### src/rtl/mult_sched.sv
// Round-robin scheduler in front of the shared 3-stage complex/real multiplier.
// Tracks in-flight ops, inserts a bubble on mode changes and queues tagged results.
module mult_sched #(
    parameter int TAG_W      = 4,
    parameter int FIFO_DEPTH = 4
) (
    input  logic                 clock,
    input  logic                 reset,
    input  logic [1:0]           req_valid,
    output logic [1:0]           req_ready,
    input  logic [1:0]           req_mode,
    input  logic [63:0]          req_a_re,
    input  logic [63:0]          req_a_im,
    input  logic [63:0]          req_b_re,
    input  logic [63:0]          req_b_im,
    input  logic [2*TAG_W-1:0]   req_tag,
    output logic                 m_complex_real,
    output logic [31:0]          m_real_a,
    output logic [31:0]          m_real_b,
    output logic [31:0]          m_im_a,
    output logic [31:0]          m_im_b,
    input  logic [63:0]          m_out,
    output logic                 rsp_valid,
    input  logic                 rsp_ready,
    output logic [63:0]          rsp_data,
    output logic                 rsp_src,
    output logic [TAG_W-1:0]     rsp_tag,
    output logic                 busy
);

    localparam int PTR_W = (FIFO_DEPTH > 1) ? $clog2(FIFO_DEPTH) : 1;
    localparam int CNT_W = PTR_W + 1;
    localparam int OCC_W = CNT_W + 1;

    logic                  rr_q;
    logic                  mode_q;
    logic                  last_issue_q;
    logic [2:0]            trk_v;
    logic [2:0]            trk_src;
    logic [2:0][TAG_W-1:0] trk_tag;

    logic [63:0]           f_data [FIFO_DEPTH];
    logic                  f_src  [FIFO_DEPTH];
    logic [TAG_W-1:0]      f_tag  [FIFO_DEPTH];
    logic [PTR_W-1:0]      wr_ptr;
    logic [PTR_W-1:0]      rd_ptr;
    logic [CNT_W-1:0]      count;

    logic                  any_valid;
    logic                  sel;
    logic                  sel_mode;
    logic [TAG_W-1:0]      sel_tag;
    logic [1:0]            in_flight;
    logic [OCC_W-1:0]      occ;
    logic                  credit_ok;
    logic                  bubble;
    logic                  issue;
    logic                  push;
    logic                  pop;

    assign rsp_valid = (count != '0);
    assign rsp_data  = f_data[rd_ptr];
    assign rsp_src   = f_src[rd_ptr];
    assign rsp_tag   = f_tag[rd_ptr];
    assign busy      = (|trk_v) | rsp_valid;
    assign push      = trk_v[2];
    assign pop       = rsp_valid & rsp_ready;

    always_comb begin
        any_valid = |req_valid;
        sel       = (req_valid == 2'b11) ? rr_q : req_valid[1];
        sel_mode  = sel ? req_mode[1] : req_mode[0];
        sel_tag   = sel ? req_tag[2*TAG_W-1:TAG_W] : req_tag[TAG_W-1:0];
        in_flight = {1'b0, trk_v[0]} + {1'b0, trk_v[1]} + {1'b0, trk_v[2]};
        // An entry popped this cycle frees its slot immediately, which keeps
        // full throughput with a 4-deep FIFO behind a 3-stage pipeline.
        occ       = OCC_W'(count) + OCC_W'(in_flight) - OCC_W'(pop);
        credit_ok = occ < OCC_W'(FIFO_DEPTH);
        bubble    = any_valid & last_issue_q & (sel_mode != mode_q);
        issue     = any_valid & ~bubble & credit_ok & ~reset;

        req_ready      = {issue & sel, issue & ~sel};
        m_complex_real = issue ? sel_mode : mode_q;
        m_real_a = '0;
        m_real_b = '0;
        m_im_a   = '0;
        m_im_b   = '0;
        if (issue) begin
            m_real_a = sel ? req_a_re[63:32] : req_a_re[31:0];
            m_real_b = sel ? req_b_re[63:32] : req_b_re[31:0];
            m_im_a   = sel ? req_a_im[63:32] : req_a_im[31:0];
            m_im_b   = sel ? req_b_im[63:32] : req_b_im[31:0];
        end
    end

    always_ff @(posedge clock) begin
        if (reset) begin
            rr_q         <= 1'b0;
            mode_q       <= 1'b0;
            last_issue_q <= 1'b0;
            trk_v        <= '0;
            trk_src      <= '0;
            trk_tag      <= '0;
            wr_ptr       <= '0;
            rd_ptr       <= '0;
            count        <= '0;
            for (int i = 0; i < FIFO_DEPTH; i++) begin
                f_data[i] <= '0;
                f_src[i]  <= 1'b0;
                f_tag[i]  <= '0;
            end
        end else begin
            // The mode register changes during the bubble so the previous op
            // still sees its own mode in its second multiplier stage.
            if (issue || bubble) begin
                mode_q <= sel_mode;
            end
            if (issue) begin
                rr_q <= ~sel;
            end
            last_issue_q <= issue;
            trk_v        <= {trk_v[1:0], issue};
            trk_src      <= {trk_src[1:0], sel};
            trk_tag      <= {trk_tag[1:0], sel_tag};

            if (push) begin
                f_data[wr_ptr] <= m_out;
                f_src[wr_ptr]  <= trk_src[2];
                f_tag[wr_ptr]  <= trk_tag[2];
                wr_ptr         <= wr_ptr + 1'b1;
            end
            if (pop) begin
                rd_ptr <= rd_ptr + 1'b1;
            end
            count <= count + CNT_W'(push) - CNT_W'(pop);
        end
    end

endmodule

### config.mk
export PLATFORM = sky130hd
export DESIGN_NAME = mult_sched
export DESIGN_NICKNAME = d
export VERILOG_FILES = /design/src/rtl/mult_sched.sv
export SDC_FILE = /design/constraint.sdc
export NUM_CORES = 1
export LEC_CHECK = 0
export ABC_AREA = 1
export CAP_MARGIN = 5
export CORE_AREA = 2 2 207 209
export DETAILED_ROUTE_END_ITERATION = 12
export DIE_AREA = 0 0 209 211
export PLACE_DENSITY = 0.72
export SETUP_SLACK_MARGIN = 0.05
export SLEW_MARGIN = 10
export SYNTH_ARGS = -nofsm -noshare
export SYNTH_HDL_FRONTEND = slang
export SYNTH_SLANG_ARGS = --single-unit
### constraint.sdc
create_clock -name clock -period 8.8 [get_ports clock]
set_clock_uncertainty 0.05 [all_clocks]
set_input_delay 1.76 -clock clock [delete_from_list [all_inputs] [get_ports clock]]
set_output_delay 1.76 -clock clock [all_outputs]
set_load 0.03 [all_outputs]
==> impl_metrics.tcl, run 1 <==
set metrics [dict create \
    hold_class "reg -> reg" \
    p_sw_share_pct 41.2 \
    first_pass_iters 6 \
    use_met2_pct 48.9 \
    synth_nets 1980 \
    period_minus_slack_ns 7.55 \
    p_leak_nw 8.13 \
    gp_congestion 1.09 \
    rsz0062_at_grt "false" \
    grt.met1_usage_pct 39.0 \
    grt_first_pass_wirelength_mm 95.7 \
    finalCritPeriodShare_pct 85.8 \
    critPathMaxFanout 76 \
    numCtsBuffers 28 \
    coreArea_um2 41800 \
    maxSlewHeadroom_pct 23.1 \
    synthCells 1638 \
    regArea_um2 8870 \
    avgRoutedWirePerCell_um 25.4 \
    nets 2439 \
    use_met3_pct 6.44 \
    track_usage_pct 30.1 \
    portBuffers 536 \
    area_growth_pct 44.4 \
    power_density_nw_per_um2 260 \
    cp_slowest_stage_delay_ns 0.73 \
    drtIter0Drc 1388 \
    cts_resized 0 \
    crit_path_frequent_cell "nand2_1" \
    grt_pass1_vias 13700 \
    path_class "in -> out" \
    start_kind "input pin" \
    cts_hold_buffers 0 \
    gr-max-usage-layer "met2" \
    required_ns 6.99 \
    fillers 3764 \
    cp.arrival_ns 5.74 \
    drc 0 \
    setup_violations 0 \
    maxCapViolCount 0 \
    clock_latency_ns 0.56 \
    synth.avg_cell_area_um2 9.16 \
    antenna_found_initial 28 \
    multiInputGateArea_um2 5240 \
    synth-warning-count 0 \
    post-cts-setup-buffers 0 \
    dieArea_um2 44100 \
    power_frac_clock_pct 21.8 \
    clock.fmax_mhz 132 \
    rows 75 \
    root_buffer "clkbuf_16" \
    numClockSinks 305 \
    fp.dieW_um 209 \
    dp_hpwl_mm 48.8 \
    yosysSeqAreaShare_pct 59.1 \
    synth.distinct_cells 24 \
    antenna_left 0 \
    p_int_mw 3.32 \
    clkSlewWorstSetupHoldPaths_ns 0.06 \
    netlist_area_um2 15000 \
    final-max-slew-violation-count 0 \
    combPwrFrac_pct 48.0 \
    ys_ff_latch 305 \
    cts_max_level 1 \
    p_switching_mw 2.32 \
    num_io_pins 537 \
    die_h_um 211 \
    drive_above_1_share_pct 7.46 \
    ir_drop_mv 0.252 \
    clk_path_buf_depth 3 \
    tns_ns 0 \
    finalHoldViolCount 0 \
    worst_pin_slew_ns 1.15 \
    crit_path_top_delay_cell "clkdlybuf4s50_1" \
    vias 14100 \
    grt_max_degree 105 \
    end_kind "output port" \
    power_mw 5.64 \
    start_util_pct 35.9 \
    seq_power_share_pct 30.2 \
    cts_tree "yes" \
    drt-total-wl_mm 67.9 \
    status "complete, no violations" \
    avgViaCountPerCell 5.28 \
    crit_chain "clkdlybuf4s50_1 -> nand2_1 -> inv_1 -> nand2_1 -> nand2_1 -> fa_1 -> ha_1 -> nand3_1 -> nand2_1 -> nand2_1 -> nand2_1 -> nor2_2 -> nand2_8 -> buf_12 -> o21ai_0 -> clkdlybuf4s50_1" \
    grt_overflow 0 \
]
## cells by family (layout without fill, tap and decap cells)
family          Yosys count  in the layout  share of synthesized area (%)
buf+inv                 229            710                           6.44
other cells               0             20                              0
simple gates            743            743                           19.3
fa+ha+maj                 7              7                          0.684
flops                   305            305                           59.1
xor+xnor                  2              2                          0.117
compound gates          352            352                           14.3
## worst max-delay path: cells and delay by family
kind                     cells  cell delay (ns)
buffers and inverters        4             1.67
AO/OA/AOI/OAI                1             0.25
adder cells (fa/ha/maj)      2             0.67
AND/OR/NAND/NOR              9             1.27
## registers in the layout, indices dropped and copies added (netlist names), named ones only
register	cells
trk_tag	12
trk_src	3
mode_q	1
f_tag	16
rr_q	1
rd_ptr	2
count	3
f_data	256
wr_ptr	2
trk_v	3
f_src	4
## power groups by stage
stage / Combinational (mW) / Sequential (mW) / Clock [mW]
after detailed placement: 2.68 / 1.73 / 0
after floorplan: 1.59 / 1.71 / 0
final: 2.71 / 1.70 / 1.23
after global routing: 2.86 / 1.71 / 1.29
after CTS: 2.71 / 1.70 / 1.23
after global placement: 2.68 / 1.73 / 0
## through the flow
step                      worst slack [ns]  area, µm²  instances  hold WS [ns]  util [%]
after detailed placement              1.31      20700       2606         0.345      49.6
after CTS                             1.28      21600       2658         0.354      51.8
after floorplan                       2.58      15000       1638         0.338         -
final                                 1.25      21700       2678         0.354      51.9
after global routing                  1.04      21700       2670         0.365      51.9
after global placement                1.36      20700       2606         0.339      49.6
## final timing paths
path                   start        endpoint  slack (ns)  cells past startpoint
setup reg to reg    count[0]        trk_v[0]        5.74                     15
hold reg to reg   trk_src[1]      trk_src[2]        0.35                      2
hold / removal    trk_src[1]      trk_src[2]        0.35                      2
setup / recovery   rsp_ready  m_complex_real        1.25                     16
## cells in the final DEF, fill, tap and decap left out
cell / count
nand3_1: 9
clkinv_2: 7
inv_1: 100
nand2_8: 1
o21ai_4: 2
nor2_1: 380
dfxtp_4: 1
nand4_1: 1
o22ai_1: 69
clkinv_1: 2
nand3_2: 1
buf_4: 17
o21bai_1: 1
inv_2: 1
xnor2_1: 2
edfxtp_1: 276
clkbuf_16: 28
clkdlybuf4s50_1: 536
clkinv_4: 2
nand2_1: 274
bufinv_16: 3
nand2_2: 3
diode_2: 20
ha_1: 5
fa_1: 2
inv_4: 2
o21ai_0: 147
dfxtp_1: 27
nand2_4: 3
a21oi_2: 80
buf_12: 1
dfxtp_2: 1
clkbuf_8: 3
nor2_2: 1
a21oi_1: 53
clkbuf_1: 7
clkinv_8: 1
nor3_1: 70
## layout make-up
| class | count | share of cell area, % |
|---|---|---|
| inverter | 104 | 1.83 |
| timing repair buffer | 554 | 25.4 |
| multi-input combinational | 1104 | 24.2 |
| sequential | 305 | 40.9 |
| antenna | 20 | 0.231 |
| clock inverter | 14 | 0.745 |
| tap | 539 | 3.11 |
| clock buffer | 38 | 3.54 |
## Yosys cell counts (all sizes together)
library cell | n | area (µm²)
dfxtp | 29 | 581
buf | 42 | 264
o21bai | 1 | 7.51
a21oi | 133 | 966
edfxtp | 276 | 8290
inv | 104 | 390
nand3 | 10 | 55.1
xnor2 | 2 | 17.5
clkbuf | 83 | 312
o22ai | 69 | 432
ha | 5 | 62.6
nor2 | 381 | 1430
nand4 | 1 | 6.26
nand2 | 281 | 1060
o21ai | 149 | 746
fa | 2 | 40.0
nor3 | 70 | 350
## routing by layer
metal | vias to the layer above | routed length (µm)
li1 | 6456 | -
met1 | 6818 | 26700
met2 | 752 | 32000
met3 | 117 | 6060
met4 | 6 | 3060
met5 | - | 41
(Power assumes the default switching activity.)
==> run 2: changes to the inputs <==
CTS_CLUSTER_DIAMETER = 120   (was not set)
==> results of run 2 <==
The final DEF is identical to that of run 1; final timing and power are the same.
